[config.mk]
export PLATFORM = sky130hd
export DESIGN_NAME = mips_multicycle_core
export DESIGN_NICKNAME = d
export VERILOG_FILES = /design/src/rtl/mips_pkg.sv /design/src/rtl/mips_alu.sv /design/src/rtl/mips_multicycle_core.sv
export SDC_FILE = /design/constraint.sdc
export NUM_CORES = 2
export LEC_CHECK = 0
export CORE_MARGIN = 2
export CORE_UTILIZATION = 68
export DETAILED_ROUTE_END_ITERATION = 8
export HOLD_SLACK_MARGIN = 0.02
export PLACE_DENSITY_LB_ADDON = 0.15
export SKIP_CTS_REPAIR_TIMING = 1
export SYNTH_ARGS = -nofsm -noshare
export SYNTH_HDL_FRONTEND = slang
export SYNTH_SLANG_ARGS = --single-unit
[constraint.sdc]
create_clock -name clk -period 68.8 [get_ports clk]
set_input_delay 13.76 -clock clk [delete_from_list [all_inputs] [get_ports clk]]
set_output_delay 13.76 -clock clk [all_outputs]
set_load 0.005 [all_outputs]
[src/rtl/mips_pkg.sv]
// Shared definitions for the multicycle MIPS core: opcode/funct encodings,
// the control FSM state type and the ALU control type.
package mips_pkg;

  localparam logic [5:0] OP_RTYPE = 6'h00;
  localparam logic [5:0] OP_J     = 6'h02;
  localparam logic [5:0] OP_BEQ   = 6'h04;
  localparam logic [5:0] OP_BNE   = 6'h05;
  localparam logic [5:0] OP_ADDI  = 6'h08;
  localparam logic [5:0] OP_ORI   = 6'h0D;
  localparam logic [5:0] OP_LW    = 6'h23;
  localparam logic [5:0] OP_SW    = 6'h2B;

  localparam logic [5:0] FN_ADD = 6'h20;
  localparam logic [5:0] FN_SUB = 6'h22;
  localparam logic [5:0] FN_AND = 6'h24;
  localparam logic [5:0] FN_OR  = 6'h25;
  localparam logic [5:0] FN_SLT = 6'h2A;

  typedef logic [2:0] alu_ctl_t;
  localparam alu_ctl_t ALU_AND = 3'b000;
  localparam alu_ctl_t ALU_OR  = 3'b001;
  localparam alu_ctl_t ALU_ADD = 3'b010;
  localparam alu_ctl_t ALU_SUB = 3'b110;
  localparam alu_ctl_t ALU_SLT = 3'b111;

  typedef enum logic [3:0] {
    FETCH, DECODE, MEMADR, MEMRD, MEMWB, MEMWR,
    EXEC, ALUWB, ADDIEX, IMMWB, BRANCH, JUMP, TRAP
  } state_t;

  function automatic logic funct_legal(input logic [5:0] funct);
    return (funct == FN_ADD) || (funct == FN_SUB) || (funct == FN_AND) ||
           (funct == FN_OR)  || (funct == FN_SLT);
  endfunction

  function automatic alu_ctl_t funct_to_alu(input logic [5:0] funct);
    case (funct)
      FN_SUB:  return ALU_SUB;
      FN_AND:  return ALU_AND;
      FN_OR:   return ALU_OR;
      FN_SLT:  return ALU_SLT;
      default: return ALU_ADD;
    endcase
  endfunction

endpackage

[src/rtl/mips_alu.sv]
// Combinational 32-bit ALU.
//   a, b     : operands
//   alu_ctl  : operation select (and/or/add/sub/slt)
//   y        : result (wrapping two's complement, slt is signed)
//   zero     : y == 0
module mips_alu
  import mips_pkg::*;
(
  input  logic [31:0] a,
  input  logic [31:0] b,
  input  alu_ctl_t    alu_ctl,
  output logic [31:0] y,
  output logic        zero
);

  always_comb begin
    y = '0;
    case (alu_ctl)
      ALU_AND: y = a & b;
      ALU_OR:  y = a | b;
      ALU_ADD: y = a + b;
      ALU_SUB: y = a - b;
      ALU_SLT: y = {31'b0, ($signed(a) < $signed(b))};
      default: y = '0;
    endcase
  end

  assign zero = (y == '0);

endmodule

[src/rtl/mips_multicycle_core.sv]
// Multicycle MIPS core: one ALU, one unified memory port with a ready
// handshake, and a control FSM.
//   clk, reset            : clock, asynchronous active-high reset
//   mem_req/mem_we        : request valid / write select
//   mem_addr/mem_wdata    : word-aligned byte address / store data
//   mem_ready/mem_rdata   : transfer completes on edge with req && ready
//   pc                    : current PC (debug)
//   trap                  : high in TRAP (illegal opcode or funct)
module mips_multicycle_core
  import mips_pkg::*;
#(
  parameter logic [31:0] RESET_PC = 32'h0000_0000,
  parameter bit          EXT_OPS  = 1'b1
) (
  input  logic        clk,
  input  logic        reset,
  output logic        mem_req,
  output logic        mem_we,
  output logic [31:0] mem_addr,
  output logic [31:0] mem_wdata,
  input  logic        mem_ready,
  input  logic [31:0] mem_rdata,
  output logic [31:0] pc,
  output logic        trap
);

  state_t      state, state_nx;
  logic [31:0] pc_r, ir, mdr, a_r, b_r, aluout;
  logic [31:0] rf [32];

  logic [5:0]  op, funct;
  logic [4:0]  rs, rt, rd;
  logic [31:0] sext, zext;

  assign op    = ir[31:26];
  assign rs    = ir[25:21];
  assign rt    = ir[20:16];
  assign rd    = ir[15:11];
  assign funct = ir[5:0];
  assign sext  = {{16{ir[15]}}, ir[15:0]};
  assign zext  = {16'h0000, ir[15:0]};

  logic [31:0] alu_a, alu_b, alu_y;
  alu_ctl_t    alu_ctl;
  logic        alu_zero, aluout_en, br_take;
  logic        rf_we;
  logic [4:0]  rf_wa;
  logic [31:0] rf_wd;

  mips_alu u_alu (
    .a       (alu_a),
    .b       (alu_b),
    .alu_ctl (alu_ctl),
    .y       (alu_y),
    .zero    (alu_zero)
  );

  assign br_take = (op == OP_BNE) ? !alu_zero : alu_zero;

  always_ff @(posedge clk or posedge reset) begin
    if (reset) state <= FETCH;
    else       state <= state_nx;
  end

  // ALUOut is only loaded in the states that compute something, so the
  // address it drives stays stable through MEMRD/MEMWR wait cycles.
  always_comb begin
    state_nx  = state;
    alu_a     = '0;
    alu_b     = '0;
    alu_ctl   = ALU_ADD;
    aluout_en = 1'b0;
    rf_we     = 1'b0;
    rf_wa     = '0;
    rf_wd     = '0;
    case (state)
      FETCH:  if (mem_ready) state_nx = DECODE;
      DECODE: begin
        alu_a     = pc_r;
        alu_b     = {sext[29:0], 2'b00};
        aluout_en = 1'b1;
        case (op)
          OP_LW, OP_SW: state_nx = MEMADR;
          OP_RTYPE:     state_nx = funct_legal(funct) ? EXEC : TRAP;
          OP_BEQ:       state_nx = BRANCH;
          OP_BNE:       state_nx = EXT_OPS ? BRANCH : TRAP;
          OP_ADDI:      state_nx = ADDIEX;
          OP_ORI:       state_nx = EXT_OPS ? ADDIEX : TRAP;
          OP_J:         state_nx = JUMP;
          default:      state_nx = TRAP;
        endcase
      end
      MEMADR: begin
        alu_a     = a_r;
        alu_b     = sext;
        aluout_en = 1'b1;
        state_nx  = (op == OP_LW) ? MEMRD : MEMWR;
      end
      MEMRD:  if (mem_ready) state_nx = MEMWB;
      MEMWB: begin
        rf_we    = 1'b1;
        rf_wa    = rt;
        rf_wd    = mdr;
        state_nx = FETCH;
      end
      MEMWR:  if (mem_ready) state_nx = FETCH;
      EXEC: begin
        alu_a     = a_r;
        alu_b     = b_r;
        alu_ctl   = funct_to_alu(funct);
        aluout_en = 1'b1;
        state_nx  = ALUWB;
      end
      ALUWB: begin
        rf_we    = 1'b1;
        rf_wa    = rd;
        rf_wd    = aluout;
        state_nx = FETCH;
      end
      ADDIEX: begin
        alu_a     = a_r;
        alu_b     = (op == OP_ORI) ? zext : sext;
        alu_ctl   = (op == OP_ORI) ? ALU_OR : ALU_ADD;
        aluout_en = 1'b1;
        state_nx  = IMMWB;
      end
      IMMWB: begin
        rf_we    = 1'b1;
        rf_wa    = rt;
        rf_wd    = aluout;
        state_nx = FETCH;
      end
      BRANCH: begin
        alu_a    = a_r;
        alu_b    = b_r;
        alu_ctl  = ALU_SUB;
        state_nx = FETCH;
      end
      JUMP:    state_nx = FETCH;
      TRAP:    state_nx = TRAP;
      default: state_nx = TRAP;
    endcase
  end

  always_ff @(posedge clk or posedge reset) begin
    if (reset) begin
      pc_r   <= RESET_PC;
      ir     <= '0;
      mdr    <= '0;
      a_r    <= '0;
      b_r    <= '0;
      aluout <= '0;
      rf     <= '{default: '0};
    end else begin
      if (state == FETCH && mem_ready) begin
        ir   <= mem_rdata;
        pc_r <= pc_r + 32'd4;
      end
      if (state == MEMRD && mem_ready) mdr <= mem_rdata;
      if (state == DECODE) begin
        a_r <= rf[rs];
        b_r <= rf[rt];
      end
      if (aluout_en) aluout <= alu_y;
      if (state == BRANCH && br_take) pc_r <= aluout;
      if (state == JUMP) pc_r <= {pc_r[31:28], ir[25:0], 2'b00};
      if (rf_we && rf_wa != 5'd0) rf[rf_wa] <= rf_wd;
    end
  end

  assign mem_req   = !reset && (state == FETCH || state == MEMRD || state == MEMWR);
  assign mem_we    = (state == MEMWR);
  assign mem_addr  = (state == FETCH) ? pc_r : aluout;
  assign mem_wdata = b_r;
  assign pc        = pc_r;
  assign trap      = (state == TRAP);

endmodule
; After elaboration in Yosys (flattened, before gate mapping)
; Index checks and enable logic that the tools add are counted.
; W data, S select, Z words.
[totals]
latchBits = 0
out_inout_bits = 99
word_cells = 150
mem_bits_rw = 0
n_memories = 0
rom_bits = 0
regBits = 1220
[classes]
n_lt_le_gt_ge = 5
bitwise_logic = 6
n_div = 0
reduce_logical = 33
muxes = 32
eq_ne = 31
addsub = 3
shifts = 0
n_mul = 0
[ops]
columns = operator, count
row1 = $bwmux W1024, 1
row2 = $bmux W32 S5, 2
row3 = $mux W32, 9
row4 = $demux W32 S5, 1
row5 = $pmux W32 S5, 1
row6 = $pmux W32 S2, 2
row7 = $pmux W32 S4, 1
row8 = $eq A6 B6 Y1 const B, 7
row9 = $add A32 B3 Y32 const B, 1
row10 = $add A32 B32 Y32, 1
row11 = $and A32 B32 Y32, 1
row12 = $logic_not A32 Y1, 1
row13 = $lt A32 B32 Y1, 1
row14 = $or A32 B32 Y32, 1
row15 = $pmux W4 S8, 1
row16 = $sub A32 B32 Y32, 1
row17 = $mux W28, 1
row18 = $eq A4 B4 Y1 const B, 5
row19 = $pmux W4 S5, 1
row20 = $ge A6 B6 Y1 const B, 3
row21 = $not A5 Y6, 3
row22 = $eq A4 B3 Y1 const B, 4
row23 = $mux W4, 4
row24 = $eq A6 B3 Y1 const B, 2
row25 = 32 further kinds, 55

; Longest topological paths before layout
[depth]
ltp_word = 11
ltp_mapped = 28
mapped_depth_nobuf = 22

; Cells and area by module
; A second synthesis with hierarchy kept.
[hier_totals]
hier_cells = 5411
hier_area_um2 = 68687.1
[modules_own_cells]
columns = module, instances, cells_each, area_each_um2
row1 = mips_multicycle_core, 1, 4610, 63485.9
row2 = mips_alu, 1, 801, 5201.2

; Worst setup path after synthesis
; Ideal clock, no wire load.
[synth_timing]
path_type = in2out
from = in reset
to = out mem_req
required_time_ns = 55.040
path_stages = 1
path_buffers = 0
slack_ns = 41.088
t_arrival_ns = 13.952
path_cell_list = nor3_1
[synth_via]
elab_chain_len = 2
[synth_rtl]
columns = item, line_no
row1 = from (decl), mips_multicycle_core.sv:16  ; input logic reset,
row2 = $logic_not A1 Y1, mips_multicycle_core.sv:171  ; assign mem_req = !reset && (state == FETCH || state == MEMRD || state == MEMWR);
row3 = $logic_and A1 B1 Y1, mips_multicycle_core.sv:171
row4 = to (decl), mips_multicycle_core.sv:17  ; output logic mem_req,
; Every way passes these cells.

; Worst setup path in the final report
; Same ends and word-level chain as after synthesis.

==> results by group <==
Yosys
  • Post-Syn Area: 66800 µm²
  • Average size of a mapped cell: 11.0 µm²
  • Synthesized instance count: 6099
  • Synth cell types: 83
  • Post-synthesis net count: 6235
  • Sequential area share after synthesis: 45.7%
  • Post-synth top flop: dfrtp_1
  • Flop and latch count out of synthesis: 1220
  • Cell taking the most area after synthesis: dfrtp_1
  • Leading post-synthesis cells by cell area: dfrtp_1 (46%), mux4_2 (22%), a21oi_1 (5.8%)
  • Share of the synthesized area in the top cell type: 45.7%
  • Yosys warns: 0
  • Post-synth EDFFs: 0
  • Ys async rst share: 100%

STA
  • Worst Slack Setup Final: 40020 ps
  • Unrepaired setup endpoints after global routing: no
  • Rel. slew slack: -0.948%
  • Worst Tran Pin Value: 1510 ps
  • Total negative slack: 0 ps
  • Max Fclk: 0.0347 GHz
  • Hold slack final: 395 ps
  • Post-layout min period: 28780 ps
  • Period utilization: 41.8%
  • Final setup viols: 0
  • Final hold viol count: 0
  • Clock Skew: 52.4 ps
  • Max Slew Vio Count: 34

Clock network
  • Clock Tree Buf Depth: 3
  • Reg clk slew, reported paths: 60 ps
  • CTS Sinks: 1220
  • Cts bufs inserted: 121
  • Clk_lat worst skew: 750 ps
  • CTS H-tree lvls: 3
  • CTS tree: yes
  • CTS root buffer: clkbuf_16

Floorplanning
  • I/O pin total: 134
  • Chip Height: 318 µm
  • Core Region: 97000 µm²
  • # rows: 114
  • Die W: 318 µm
  • Die area: 101000 µm²
  • Initial Util: 68.9%

Power and ir drop
  • Net switching power figure: 0.00130 W
  • Max VDD drop: 0.0302 mV
  • Sequential fraction of design power: 33.9%
  • Clock share of power: 22.1%
  • Tot Pwr: 0.00322 W
  • Sw frac: 40.4%
  • PD cells: 44.0 nW/µm²
  • Internal: 0.00192 W
  • Pleak: 31.3 nW
  • Logic pwr share: 44.0%

Layout
  • Final instance area: 73200 µm²
  • Ant. Diodes: 0
  • Final net count: 6005
  • Area grow syn2layout: 9.47%
  • Layout cells sized above 1: 19.4%
  • Fillcell total: 6227

Placed design
  • DP Area: 68900 µm²
  • Hpwl dp: 129000 µm
  • DP Worst Slack: 40000 ps
  • Routability cong.: 1.05
  • IO buf count: 133

Worst setup path
  • Crit-path max FO: 2
  • RR Startpoint: state[0]
  • Critical Path AT: 15020 ps
  • CP Launch Point: reset
  • CP Capture Type: output pin
  • Worst endpoint required time: 55040 ps
  • Crit path kind: input port to output pin
  • Worst setup path end: mem_req
  • CP Launch Type: input port
  • Reg2reg path depth: 20
  • Reg2Reg Capture Point: pc[0]
  • R2R Setup Slk: 58200 ps

GRT
  • Largest net degree at the start of global routing: 178
  • Busiest layer in global routing: met2
  • Number of global-route vias before repair: 53400
  • Met2 Use GR: 66.2%
  • M1 GR Usage: 56.8%
  • Met3 Usage GRT: 12.9%
  • Global-route wire length before repair: 327000 µm
  • GRT Total Usage: 43.5%
  • GRT overflow: 0
  • Initial antenna violation count: 1

Route
  • Post-route ant nets: 0
  • Vias per cell: 7.28
  • # DRC: 0
  • Final WL: 216000 µm
  • DR iter-0 viols: 7404
  • WL/cell: 29.9 µm
  • DRT Pass-1 Iters: 6
  • Via count: 52800

Run status
  • Failing checks: max-capacitance violations, max-slew violations
  • Run status: finished, violations left

Flow run
  • Max Cap Viol: 1

Worst hold path
  • Hold Path Class: flop to flop
==> placed cells by master (no fill, tap or decap), types with 40 or more instances in the layout <==
cell type / synthesis / final
a22oi_1: 67 / 40
mux4_2: 640 / 640
clkbuf_16: 0 / 122
clkdlybuf4s50_1: 0 / 133
a21oi_1: 781 / 780
o21ai_0: 510 / 508
nor2_1: 772 / 755
inv_1: 98 / 97
ha_1: 99 / 99
nand2_1: 618 / 606
mux2i_1: 86 / 86
dfrtp_1: 1220 / 1210
buf_4: 2 / 105
mux2_2: 93 / 93
==> power groups by stage <==
| stage | clock [W] | sequential [W] | combinational (W) |
|---|---|---|---|
| 2_1_floorplan | 0 | 0.000974 | 0.00103 |
| 3_3_place_gp | 0 | 0.00107 | 0.00135 |
| 3_5_place_dp | 0 | 0.00109 | 0.00138 |
| 4_1_cts | 0.000713 | 0.00108 | 0.00139 |
| 5_1_grt | 0.000742 | 0.00110 | 0.00150 |
| 6_report | 0.000713 | 0.00109 | 0.00142 |
==> worst max-delay path: stages <==
cell,delay (ps)
clkdlybuf4s50_1,510
nor3_1,220
clkdlybuf4s50_1,530
==> routing by layer <==
metal  vias up  routed length [µm]
met5         -                   7
met4         2               13800
li1      21800                   -
met2      3531               99400
met1     26600               76800
met3       825               26500
==> cells by family after synthesis <==
logic type	share of synthesized area [%]
muxes	24.6
and+or+nand+nor	9.94
xor gates and xnor gates	0.210
DFF	45.7
buffers and inverters	3.96
AOI/OAI and AO/OA	13.7
adders and majority gates	1.91
==> flip-flops by register name (all words and copies together) (netlist names) <==
| signal | count |
|---|---|
| a_r | 32 |
| aluout | 32 |
| ir | 32 |
| mdr | 32 |
| mem_wdata | 32 |
| pc | 32 |
| rf | 1024 |
| state | 4 |
==> synth_stat cells (10+ instances only) <==
| cell | n |
|---|---|
| a211o_1 | 10 |
| a211oi_1 | 19 |
| a21o_1 | 26 |
| a21oi_1 | 781 |
| a221oi_1 | 12 |
| a22o_1 | 28 |
| a22oi_1 | 67 |
| a31oi_1 | 27 |
| and2_1 | 26 |
| and3_1 | 31 |
| buf_1 | 77 |
| buf_2 | 10 |
| clkbuf_1 | 504 |
| dfrtp_1 | 1220 |
| ha_1 | 99 |
| inv_1 | 98 |
| mux2_2 | 93 |
| mux2i_1 | 86 |
| mux4_2 | 640 |
| nand2_1 | 618 |
| nand2b_1 | 13 |
| nand3_1 | 32 |
| nand4_1 | 11 |
| nor2_1 | 772 |
| nor2b_1 | 22 |
| nor3_1 | 27 |
| nor3b_1 | 14 |
| nor4_1 | 11 |
| o211a_1 | 10 |
| o211ai_1 | 20 |
| o21a_1 | 13 |
| o21ai_0 | 510 |
| o21bai_1 | 11 |
| o31ai_1 | 11 |
| or4_1 | 10 |
| xnor2_1 | 13 |
==> worst min-delay path by stage <==
stage                     endpoint  cells past startpoint  startpoint
after floorplan           rf[1000]                      1    rf[1000]
after global placement    rf[1008]                      0    rf[1008]
after detailed placement   rf[993]                      0     rf[993]
after CTS                  rf[993]                      0     rf[993]
after global routing      rf[1009]                      0    rf[1009]
final                      rf[995]                      0     rf[995]
==> metrics by stage <==
step,utilization (%),cells
after global routing,75.4,7247
after floorplan,-,6099
final,75.4,7247
after global placement,71.0,7022
after CTS,75.4,7247
after detailed placement,71.0,7022
==> area by class of cell <==
cell class	count	area, µm²	share of cell area (%)
well taps	1276	1600	2.18
multi-input cells	4185	34100	46.6
inverters	98	375	0.513
repair buffers	243	2220	3.03
clock inverters	49	748	1.02
flip-flops and latches	1220	30600	41.8
clock buffers	176	3560	4.86
Power figures use the tool's default switching activity.
